$ cat src/rtl/bcd_timer_pkg.sv
// Shared types and helpers for the BCD minutes:seconds timer.
package bcd_timer_pkg;

    typedef logic [3:0] bcd_nibble_t;

    typedef enum logic [1:0] {
        X1 = 2'd0,
        X2 = 2'd1,
        X4 = 2'd2,
        X8 = 2'd3
    } speed_t;

    // True when every nibble is a decimal digit and the seconds-tens field is 0..5.
    function automatic logic bcd_valid(input logic [19:0] v, input int unsigned nibbles);
        logic ok;
        ok = 1'b1;
        for (int unsigned i = 0; i < nibbles; i++) begin
            if (v[4*i +: 4] > 4'd9) ok = 1'b0;
        end
        if (v[7:4] > 4'd5) ok = 1'b0;
        return ok;
    endfunction

endpackage

$ cat src/rtl/bcd_timer_if.sv
// Control and display signals of the BCD timer.
interface bcd_timer_if #(
    parameter int QW = 16
) ();
    logic          START;
    logic          REVERSE;
    logic          SPEED_UP;
    logic          SPEED_DOWN;
    logic          ADD;
    logic          SUBTRACT;
    logic          LOAD;
    logic [QW-1:0] PRESET;
    logic          HOLD;
    logic [QW-1:0] Q;
    logic          RUNNING;
    logic          DONE;
    logic          LOAD_ERR;

    modport master (
        output START, REVERSE, SPEED_UP, SPEED_DOWN, ADD, SUBTRACT, LOAD, PRESET, HOLD,
        input  Q, RUNNING, DONE, LOAD_ERR
    );

    modport slave (
        input  START, REVERSE, SPEED_UP, SPEED_DOWN, ADD, SUBTRACT, LOAD, PRESET, HOLD,
        output Q, RUNNING, DONE, LOAD_ERR
    );
endinterface

$ cat src/rtl/bcd_timer_digit_cnt.sv
// One up/down BCD digit; load has priority over counting, carry/borrow is combinational.
module bcd_digit_cnt
    import bcd_timer_pkg::*;
#(
    parameter int MODULUS = 10
) (
    input  logic        i_clk,
    input  logic        i_ld,
    input  bcd_nibble_t i_ld_val,
    input  logic        i_en,
    input  logic        i_up,
    output bcd_nibble_t o_q,
    output bcd_nibble_t o_nxt,
    output logic        o_co
);
    localparam bcd_nibble_t TOP = 4'(MODULUS - 1);

    always_comb begin
        o_co  = i_en && (i_up ? (o_q == TOP) : (o_q == 4'd0));
        o_nxt = o_q;
        if (i_ld) begin
            o_nxt = i_ld_val;
        end else if (i_en) begin
            if (i_up) o_nxt = (o_q == TOP) ? 4'd0 : o_q + 4'd1;
            else      o_nxt = (o_q == 4'd0) ? TOP : o_q - 4'd1;
        end
    end

    always_ff @(posedge i_clk) begin
        o_q <= o_nxt;
    end
endmodule

$ cat src/rtl/bcd_timer.sv
// BCD MM:SS up/down timer with speed prescaler, limit stop, minute adjust, preset load and lap hold.
module bcd_timer
    import bcd_timer_pkg::*;
#(
    parameter int                      MIN_DIGITS = 2,
    parameter int                      TICK_DIV   = 100,
    parameter logic [8+4*MIN_DIGITS-1:0] LIM_LO   = 16'h1020,
    parameter logic [8+4*MIN_DIGITS-1:0] LIM_HI   = 16'h4930
) (
    input logic        clk_in,
    input logic        RESET,
    bcd_timer_if.slave bus
);
    localparam int          QW = 8 + 4*MIN_DIGITS;
    localparam int unsigned ND = 2 + MIN_DIGITS;
    localparam int          PW = $clog2(TICK_DIV + 8);

    logic [QW-1:0] w_cnt, w_cnt_nxt, w_ld_val, w_lim_act, w_rst_val, w_adj_val, r_held;
    logic [QW:0]   w_mstep;
    logic [ND-1:0] w_en, w_co;
    logic [PW-1:0] r_pre, w_step, w_pre_sum;
    speed_t        r_speed;
    logic          w_running, w_tick, w_adv, w_load_ok, w_ld, w_addsub, w_hold_rise, r_hold_d;
    logic          w_unused_co;

    // +/- one minute on the minute digits only; MSB of the result flags overflow/underflow.
    function automatic logic [QW:0] min_step(input logic [QW-1:0] v, input logic up);
        logic [QW-1:0] r;
        logic          c;
        r = v;
        c = 1'b1;
        for (int unsigned i = 0; i < MIN_DIGITS; i++) begin
            if (c) begin
                if (up) begin
                    if (r[8+4*i +: 4] == 4'd9) r[8+4*i +: 4] = 4'd0;
                    else begin r[8+4*i +: 4] = r[8+4*i +: 4] + 4'd1; c = 1'b0; end
                end else begin
                    if (r[8+4*i +: 4] == 4'd0) r[8+4*i +: 4] = 4'd9;
                    else begin r[8+4*i +: 4] = r[8+4*i +: 4] - 4'd1; c = 1'b0; end
                end
            end
        end
        return {c, r};
    endfunction

    always_comb begin
        w_lim_act = bus.REVERSE ? LIM_LO : LIM_HI;
        w_rst_val = bus.REVERSE ? LIM_HI : LIM_LO;
        w_running = bus.START && (w_cnt != w_lim_act);
        w_step    = PW'(1) << r_speed;
        w_pre_sum = r_pre + w_step;
        w_tick    = w_running && (w_pre_sum >= PW'(TICK_DIV));
        w_load_ok = bcd_valid(20'(bus.PRESET), ND) && (bus.PRESET >= LIM_LO) && (bus.PRESET <= LIM_HI);
        w_addsub  = bus.ADD || bus.SUBTRACT;
        w_adv     = w_tick && !RESET && !bus.LOAD && !w_addsub;
        w_ld      = RESET || (bus.LOAD && w_load_ok) || (!bus.LOAD && w_addsub);
        w_mstep   = '0;
        w_adj_val = w_cnt;
        if (bus.ADD && !bus.SUBTRACT) begin
            w_mstep   = min_step(w_cnt, 1'b1);
            w_adj_val = (w_mstep[QW] || (w_mstep[QW-1:0] > LIM_HI)) ? LIM_HI : w_mstep[QW-1:0];
        end else if (bus.SUBTRACT && !bus.ADD) begin
            w_mstep   = min_step(w_cnt, 1'b0);
            w_adj_val = (w_mstep[QW] || (w_mstep[QW-1:0] < LIM_LO)) ? LIM_LO : w_mstep[QW-1:0];
        end
        w_ld_val    = RESET ? w_rst_val : (bus.LOAD ? bus.PRESET : w_adj_val);
        w_hold_rise = bus.HOLD && !r_hold_d;
    end

    // Digit 0 is seconds ones, digit 1 seconds tens (mod 6), the rest minutes.
    assign w_en[0] = w_adv;
    for (genvar g = 0; g < ND; g++) begin : g_dig
        if (g > 0) begin : g_chain
            assign w_en[g] = w_co[g-1];
        end
        bcd_digit_cnt #(.MODULUS((g == 1) ? 6 : 10)) u_dig (
            .i_clk    (clk_in),
            .i_ld     (w_ld),
            .i_ld_val (w_ld_val[4*g +: 4]),
            .i_en     (w_en[g]),
            .i_up     (!bus.REVERSE),
            .o_q      (w_cnt[4*g +: 4]),
            .o_nxt    (w_cnt_nxt[4*g +: 4]),
            .o_co     (w_co[g])
        );
    end
    assign w_unused_co = w_co[ND-1];

    always_ff @(posedge clk_in) begin
        if (RESET) begin
            r_pre        <= '0;
            r_speed      <= X1;
            r_hold_d     <= 1'b0;
            r_held       <= w_rst_val;
            bus.Q        <= w_rst_val;
            bus.RUNNING  <= 1'b0;
            bus.DONE     <= 1'b0;
            bus.LOAD_ERR <= 1'b0;
        end else begin
            if (bus.LOAD && w_load_ok) r_pre <= '0;
            else if (w_running)        r_pre <= w_tick ? (w_pre_sum - PW'(TICK_DIV)) : w_pre_sum;
            if (bus.SPEED_UP && !bus.SPEED_DOWN && r_speed != X8)
                r_speed <= speed_t'(r_speed + 2'd1);
            else if (bus.SPEED_DOWN && !bus.SPEED_UP && r_speed != X1)
                r_speed <= speed_t'(r_speed - 2'd1);
            r_hold_d <= bus.HOLD;
            if (w_hold_rise) r_held <= w_cnt;
            bus.Q        <= bus.HOLD ? (w_hold_rise ? w_cnt : r_held) : w_cnt_nxt;
            bus.RUNNING  <= bus.START && (w_cnt_nxt != w_lim_act);
            bus.DONE     <= w_adv && (w_cnt_nxt == w_lim_act);
            bus.LOAD_ERR <= bus.LOAD && !w_load_ok;
        end
    end
endmodule
$ cat src/flat_wrapper.sv
// flat-port wrapper written by rule: the top's interface ports become plain ports
module bcd_timer_flat import bcd_timer_pkg::*;
#(
    parameter int                      MIN_DIGITS = 2,
    parameter int                      TICK_DIV   = 100,
    parameter logic [8+4*MIN_DIGITS-1:0] LIM_LO   = 16'h1020,
    parameter logic [8+4*MIN_DIGITS-1:0] LIM_HI   = 16'h4930
)
  (clk_in, RESET, bus_START, bus_REVERSE, bus_SPEED_UP, bus_SPEED_DOWN, bus_ADD, bus_SUBTRACT, bus_LOAD, bus_PRESET, bus_HOLD, bus_Q, bus_RUNNING, bus_DONE, bus_LOAD_ERR);
  bcd_timer_if bus_i ();
  input logic clk_in;
  input logic RESET;
  input wire logic [$bits(bus_i.START)-1:0] bus_START;
  input wire logic [$bits(bus_i.REVERSE)-1:0] bus_REVERSE;
  input wire logic [$bits(bus_i.SPEED_UP)-1:0] bus_SPEED_UP;
  input wire logic [$bits(bus_i.SPEED_DOWN)-1:0] bus_SPEED_DOWN;
  input wire logic [$bits(bus_i.ADD)-1:0] bus_ADD;
  input wire logic [$bits(bus_i.SUBTRACT)-1:0] bus_SUBTRACT;
  input wire logic [$bits(bus_i.LOAD)-1:0] bus_LOAD;
  input wire logic [$bits(bus_i.PRESET)-1:0] bus_PRESET;
  input wire logic [$bits(bus_i.HOLD)-1:0] bus_HOLD;
  output wire logic [$bits(bus_i.Q)-1:0] bus_Q;
  output wire logic [$bits(bus_i.RUNNING)-1:0] bus_RUNNING;
  output wire logic [$bits(bus_i.DONE)-1:0] bus_DONE;
  output wire logic [$bits(bus_i.LOAD_ERR)-1:0] bus_LOAD_ERR;
  assign bus_i.START = bus_START;
  assign bus_i.REVERSE = bus_REVERSE;
  assign bus_i.SPEED_UP = bus_SPEED_UP;
  assign bus_i.SPEED_DOWN = bus_SPEED_DOWN;
  assign bus_i.ADD = bus_ADD;
  assign bus_i.SUBTRACT = bus_SUBTRACT;
  assign bus_i.LOAD = bus_LOAD;
  assign bus_i.PRESET = bus_PRESET;
  assign bus_i.HOLD = bus_HOLD;
  assign bus_Q = bus_i.Q;
  assign bus_RUNNING = bus_i.RUNNING;
  assign bus_DONE = bus_i.DONE;
  assign bus_LOAD_ERR = bus_i.LOAD_ERR;
  bcd_timer #(.MIN_DIGITS(MIN_DIGITS), .TICK_DIV(TICK_DIV), .LIM_LO(LIM_LO), .LIM_HI(LIM_HI)) u_core (.clk_in(clk_in), .RESET(RESET), .bus(bus_i));
endmodule
$ cat config.mk
export PLATFORM = sky130hd
export DESIGN_NAME = bcd_timer_flat
export DESIGN_NICKNAME = d
export VERILOG_FILES = /design/src/rtl/bcd_timer_pkg.sv /design/src/rtl/bcd_timer_if.sv /design/src/rtl/bcd_timer_digit_cnt.sv /design/src/rtl/bcd_timer.sv /design/src/flat_wrapper.sv
export SDC_FILE = /design/constraint.sdc
export NUM_CORES = 1
export LEC_CHECK = 0
export ABC_AREA = 0
export CORE_MARGIN = 2
export CORE_UTILIZATION = 60
export CTS_BUF_LIST = sky130_fd_sc_hd__clkbuf_2 sky130_fd_sc_hd__clkbuf_4 sky130_fd_sc_hd__clkbuf_8
export CTS_CLUSTER_DIAMETER = 40
export DETAILED_ROUTE_END_ITERATION = 8
export GPL_TIMING_DRIVEN = 0
export PLACE_DENSITY = 0.83
export SYNTH_ARGS = -nofsm -noshare
export SYNTH_HDL_FRONTEND = slang
export SYNTH_SLANG_ARGS = --single-unit
$ cat constraint.sdc
create_clock -name clk_in -period 6.17 [get_ports clk_in]
set_input_delay 0.9255 -clock clk_in [delete_from_list [all_inputs] [get_ports clk_in]]
set_output_delay 0.9255 -clock clk_in [all_outputs]
set_load 0.05 [all_outputs]
# Word level (Yosys, flattened, before mapping)
# Cells that the tools add are included.
word_totals:
  regBits: 61
  out_inout_bits: 19
classes:
  add_sub_neg: 12
  magnitude_cmp: 10
  n_eq_ne: 8
  shifts: 1
  n_mux: 63
  reduce_logical: 43
op_table:
  columns: ["cell", "n"]
  rows:
  - ["2-to-1 mux 16 bit", 10]
  - ["2-to-1 mux 4 bit", 28]
  - ["!= test 16 bit", 2]
  - ["2-to-1 mux 15 bit", 2]
  - ["logical AND 1 bit", 22]
  - ["2-to-1 mux 1 bit", 20]
  - ["adder 4 x 1 -> 4 bit, second input constant", 4]
  - ["== test 16 bit", 1]
  - ["greater-or-equal comparator 16 x 13 -> 1 bit, second input constant", 1]
  - ["greater-than comparator 16 x 15 -> 1 bit, second input constant", 1]
  - ["greater-than comparator 4 bit, second input constant", 4]
  - ["less-or-equal comparator 16 x 15 -> 1 bit, second input constant", 1]
  - ["zero test 4 bit", 4]
  - ["less-than comparator 16 x 13 -> 1 bit, second input constant", 1]
  - ["subtractor 4 x 1 -> 4 bit, second input constant", 4]
  - ["== test 4 bit, second input constant", 3]
  - ["zero test 1 bit", 9]
  - ["adder 7 bit", 1]
  - ["greater-or-equal comparator 7 bit, second input constant", 1]
  - ["2-to-1 mux 7 bit", 1]
  - ["left shift 1 x 2 -> 7 bit, first input constant", 1]
  - ["subtractor 7 bit, second input constant", 1]
  - ["logical OR 1 bit", 5]
  - ["== test 4 x 3 -> 1 bit, second input constant", 1]
  - ["7 further kinds", 9]

# Logic depth before layout (Yosys ltp)
logic_depth:
  depth_word: 17
  mapped_depth: 20
  mapped_depth_nobuf: 17

# Cells and area by module
# Synthesis repeated with hierarchy kept, for this count alone.
hier_totals:
  cells_unflattened: 639
  area_unflattened_um2: 4732.0
modules_own_cells:
  columns: ["module", "instances", "cells_each", "area_per_inst_um2"]
  rows:
  - ["bcd_timer", 1, 480, 3488.3]
  - ["bcd_digit_cnt at u_core.g_dig[0].u_dig ...", 3, 38, 304.0]
  - ["bcd_digit_cnt at u_core.g_dig[1].u_dig", 1, 45, 331.6]

# Worst setup path after synthesis
# Ideal clock, no wire load.
synth_timing:
  path_type: "flip-flop to flip-flop"
  from: "reg u_core.r_speed[0]"
  to: "reg u_core.bus.DONE"
  setup_ns: 0.060
  arrival_ns: 4.240
  slack_ns: 1.870
  stages_incl_launch_ff: 19
  path_buffers: 1
  cell_sequence: "dfxtp_1 > clkbuf_1 > nand2b_1 > inv_1 > ha_1 > a211oi_2 > or2_1 > nand2_1 > ha_1 > nand3b_1 > nand2b_1 > mux2_2 > o22ai_1 > nor4_1 > a311o_1 > or4_1 > or4_1 > a2111oi_2 > and2_1"
synth_between:
  elab_chain_cells: 14
  elab_cells_between_ends: 20
  cone_classes: "add/sub (1); order compare (1); eq/ne (1); shift (1); mux (8); reduce/logical (8)"
synth_rtl:
  columns: ["item", "line", "text"]
  rows:
  - ["from (decl)", "bcd_timer.sv:22", "speed_t r_speed;"]
  - ["from (signal assigned)", "bcd_timer.sv:103", "r_speed <= speed_t'(r_speed + 2'd1);"]
  - ["from (signal assigned)", "bcd_timer.sv:105", "r_speed <= speed_t'(r_speed - 2'd1);"]
  - ["left shift 1 x 2 -> 7 bit", "bcd_timer.sv:50", "w_step = PW'(1) << r_speed;"]
  - ["adder 7 bit", "bcd_timer.sv:51", "w_pre_sum = r_pre + w_step;"]
  - ["greater-or-equal comparator 7 bit", "bcd_timer.sv:52", "w_tick = w_running && (w_pre_sum >= PW'(TICK_DIV));"]
  - ["logical AND 1 bit", "bcd_timer.sv:52", null]
  - ["logical AND 1 bit (3 in a row)", "bcd_timer.sv:55", "w_adv = w_tick && !RESET && !bus.LOAD && !w_addsub;"]
  - ["logical AND 1 bit (3 in a row)", "bcd_timer_digit_cnt.sv:19", "o_co = i_en && (i_up ? (o_q == TOP) : (o_q == 4'd0));"]
  - ["2-to-1 mux 4 bit", "bcd_timer_digit_cnt.sv:23", "end else if (i_en) begin"]
  - ["2-to-1 mux 4 bit", "bcd_timer_digit_cnt.sv:21", "if (i_ld) begin"]
  - ["named net u_core.g_dig[3].u_dig.o_nxt[1]", "bcd_timer_digit_cnt.sv:13", "output bcd_nibble_t o_nxt,"]
  - ["== test 16 bit", "bcd_timer.sv:110", "bus.DONE <= w_adv && (w_cnt_nxt == w_lim_act);"]
  - ["logical AND 1 bit", "bcd_timer.sv:110", null]
  - ["to (signal assigned)", "bcd_timer.sv:110", null]
  - ["to (decl)", "bcd_timer_if.sv:26", "output Q, RUNNING, DONE, LOAD_ERR"]
# The timed path passes the listed nets, and every way through them passes these cells.
# A chain may end at the register's enable or synchronous reset.

# Final worst setup path
layout_timing:
  from: "in bus_REVERSE"
  to: "reg u_core.bus.DONE"
layout_between:
  elab_cells_between_ends: 29
  cone_classes: "eq/ne (2); mux (18); reduce/logical (9)"
layout_lines:
  columns: ["item", "line", "text"]
  rows:
  - ["from (decl)", "flat_wrapper.sv:14", "input wire logic [$bits(bus_i.REVERSE)-1:0] bus_REVERSE;"]
  - ["2-to-1 mux 15 bit", "bcd_timer.sv:47", "w_lim_act = bus.REVERSE ? LIM_LO : LIM_HI;"]
  - ["!= test 16 bit", "bcd_timer.sv:49", "w_running = bus.START && (w_cnt != w_lim_act);"]
  - ["logical AND 1 bit", "bcd_timer.sv:49", null]
  - ["logical AND 1 bit", "bcd_timer.sv:52", null]
  - ["logical AND 1 bit (3 in a row)", "bcd_timer.sv:55", null]
  - ["logical AND 1 bit (2 in a row)", "bcd_timer_digit_cnt.sv:19", null]
  - ["2-to-1 mux 4 bit", "bcd_timer_digit_cnt.sv:23", null]
  - ["2-to-1 mux 4 bit *", "bcd_timer_digit_cnt.sv:21", null]
  - ["named net u_core.g_dig[2].u_dig.o_nxt[0]", "bcd_timer_digit_cnt.sv:13", null]
  - ["== test 16 bit *", "bcd_timer.sv:110", null]
  - ["logical AND 1 bit *", "bcd_timer.sv:110", null]
# Mark *: on every way through the listed nets, which the timed path passes. The rest lies on a longest branch.

==> summary.md <==
| Metric | Value |
|---|---|
| Layout Cells excl Fill | between 800 and 900 |
| Chip width | 93.6 um |
| DRC violations left | 0 |
| FP Rows | 32 |
| Rel. slew slack | approximately 16% |
| Die Y-Extent | a little over 90 um |
| VDD IR-drop max | 0.228 mV |
| Syn Inst Count | roughly 640 |
| Clk Latency, worst-skew pair | 0.36 ns |
| TritonRoute pass-1 iters | 6 |
| CTS tree | yes |
| Wire per inst | 20.4 um |
| Final Cycle Share | around 84% |
| Total track usage | between 30% and 40% |
| Reg2reg start | u_core.r_speed[0] |
| H-tree depth | 3 |
| Cts hold-fix bufs | 0 |
| Dpl ws | 0.816 ns |
| Post-Route WL | 16400 um |
| Hold crit path type | reg2reg |
| I/O Buffers | 42 |
| Largest net degree at the start of global routing | 13 |
| Status | finished clean |
| Actual slew at the worst max-slew pin | 1.23 ns |
| CORE AREA | 7770 um^2 |
| RSZ-0062 raised after global routing | no |
| CP Data Required Time | around 6.5 ns |
| First-pass GRT wire length | 26100 um |
| Mapped Avg Cell Area | approximately 7.5 um^2 |
| Post-synth ARST share | 0% |
| Post-DRT Antenna Nets | 0 |
| Fill cell count | 613 |
| Overflow after GRT | 0 |
| Hold Violations, Final | 0 |
| Worst setup SP type | input pin |
| Vias/cell | 6.86 |
| Final Util | 71.9% |
| P_leak | 2.06 nW |
| Crit. Startpoint | bus_REVERSE |
| Commonest non-fill, non-tap cell in the layout | nand2_1 |
| Initial core utilization | 62.0% |
| Root Buffer | clkbuf_8 |
| Setup CP Type | in2reg |
| Via Count | approximately 5.5k |
| Most frequent cells in the layout | nand2_1 (67), nor2_1 (66), dfxtp_1 (61) |
| Area fraction of the dominant cell type after synthesis | 25.4% |
| Pwr Density | 234 nW/um^2 |
| R2R Path End | u_core.bus.DONE |
| Tmin final | about 5.2 ns |
| Synth Cell Area | 4810 um^2 |
| Syn Nets | 682 |
| # Max-Cap Violations | 0 |
| Synth Flop Type | dfxtp_1 |
| Hold Slack | 0.456 ns |
| Layout net count | 735 |
| Placed Cells | 787 |
| Footprint of the multi-input gates | 3310 um^2 |
| Final HPWL DP | 12300 um |
| Top cell type by total area after synthesis | dfxtp_1 |
| GPL Wtd Cong | 0.996 |
| Number of distinct library cells after synthesis | 89 |
| Setup violations, final | 0 |
| Yosys warns | 0 |
| Clock tree sinks | 61 |
| Post-CTS Setup Bufs | 0 |
| Fmax | 0.192 GHz |
| First DRT Iteration DRCs | 638 |
| R2R depth | 18 |
| Post-cts repair resize count | 0 |
| Clk buf depth | 2 |
| Final setup margin | ~0.96 ns |
| Worst Setup EP | u_core.bus.DONE |
| Ratio of cells with drive above 1 in the final layout | 5.99% |
| Die Area | 8750 um^2 |
| Antenna violations before repair | 0 |
| Synth Register Bits | slightly above 60 |
| Cells taking the most area after synthesis | dfxtp_1 (25%), nand2_1 (5.2%), nor2_1 (5.1%) |
| Crit path DAT | 5.51 ns |
| CTS Buf Count | 9 |
| Register-to-register setup slack | 1.00 ns |
| Reg clk slew, reported paths | 0.07 ns |
| Worst Skew | between 0.009 and 0.01 ns |
| Post-synth EDFFs | 0 |
| Max FO, Critical Path | 10 |
| Register Area | approximately 1200 um^2 |
| Synth-to-Final Area Change | 16.0% |
| Setup TNS | 0 ns |
| Max-slew violations | 0 |
| Vias in the first global route | 5161 |
| CP Capture Type | flop |
| Sequential area share after synthesis | 25.4% |
| IO Pins | 45 |
-- worst max-delay path, stage by stage --
cell and delay, ns:
clkdlybuf4s50_1 0.45, buf_4 0.19, inv_1 0.07, clkbuf_1 0.46, ha_1 0.34, nand3_1 0.07
o31a_1 0.28, and2_1 0.24, clkbuf_1 0.38, a41oi_1 0.21, o32a_1 0.45, nand4b_1 0.19
or4b_1 0.56, a2111oi_2 0.50, and2_1 0.18
-- flip-flops by register name, indices dropped and copies added (netlist names) --
| register | cells |
|---|---|
| u_core.r_speed | 2 |
| u_core.r_pre | 7 |
| u_core.bus.DONE | 1 |
| u_core.g_dig.u_dig.o_q | 16 |
| u_core.bus.Q | 16 |
| u_core.r_hold_d | 1 |
| u_core.r_held | 16 |
| u_core.bus.RUNNING | 1 |
| u_core.bus.LOAD_ERR | 1 |
-- where the power goes --
part | switching (W) | leakage [nW] | internal [W]
registers | 0.0000188 | 0.504 | 0.000423
logic | 0.000294 | 1.45 | 0.000158
clock network | 0.000184 | 0.106 | 0.000229
total | 0.000497 | 2.06 | 0.000811
-- worst min path at each step --
stage                     slack (ns)               end  cells past startpoint             start
after global routing            0.49  u_core.r_held[2]                      2  u_core.r_held[2]
after CTS                       0.46  u_core.r_held[2]                      2  u_core.r_held[2]
after detailed placement        0.45  u_core.r_held[2]                      2  u_core.r_held[2]
after global placement          0.44  u_core.r_held[7]                      2  u_core.r_held[7]
final                           0.46  u_core.r_held[2]                      2  u_core.r_held[2]
after floorplan                 0.44  u_core.r_held[1]                      2  u_core.r_held[1]
-- synthesized netlist by cell type (4+ instances only) --
cell and n:
o311ai_0 4, or4_1 4, a21boi_0 6, a31oi_1 8, and3_1 6, a22oi_1 6
o31ai_1 6, dfxtp_1 61, o21ai_0 37, clkbuf_1 38, nand4_1 7, nor3_1 14
xor2_1 5, ha_1 12, a21oi_1 28, nor2b_1 10, a211oi_1 22, and2_1 11
a311o_1 6, nand3b_1 6, nor4_1 7, o211ai_1 15, buf_1 6, mux2i_1 21
o22ai_1 8, nor2_1 66, inv_1 18, nand3_1 22, a21o_1 7, nand2_1 67
nand2b_1 17, buf_2 5
-- stage by stage --
stage | instance area, um^2 | total power [W]
6_report | 5590 | 0.00131
5_1_grt | 5580 | 0.00135
4_1_cts | 5580 | 0.00129
3_5_place_dp | 5360 | 0.000883
3_3_place_gp | 5360 | 0.000874
2_1_floorplan | 4810 | 0.000748
-- cells by family after synthesis --
| logic type | synth area share (%) |
|---|---|
| buffers and inverters | 5.87 |
| and+or+nand+nor | 28.3 |
| DFF | 25.4 |
| adders and majority gates | 3.54 |
| xor gates and xnor gates | 1.46 |
| muxes | 4.83 |
| AOI/OAI and AO/OA | 30.6 |
-- per-layer routing --
layer  vias up  track usage (%)  part of all wire, %
li1       2507                -                    -
met1      2565             49.0                   40
met2       357             62.0                   45
met3        87             7.82                   10
met4         0             17.1                  4.9
met5         -                0                    0
-- layout make-up --
type / count / share of cell area, %
Antenna cell: 1 / 0.0448
Timing Repair Buffer: 42 / 7.53
Inverter: 21 / 1.43
Buffer: 51 / 3.63
Multi-Input combinational cell: 510 / 59.3
Clock inverter: 7 / 1.75
Sequential cell: 61 / 21.9
Clock buffer: 9 / 2.22
Tap cell: 102 / 2.28
(Power assumes the default switching activity.)
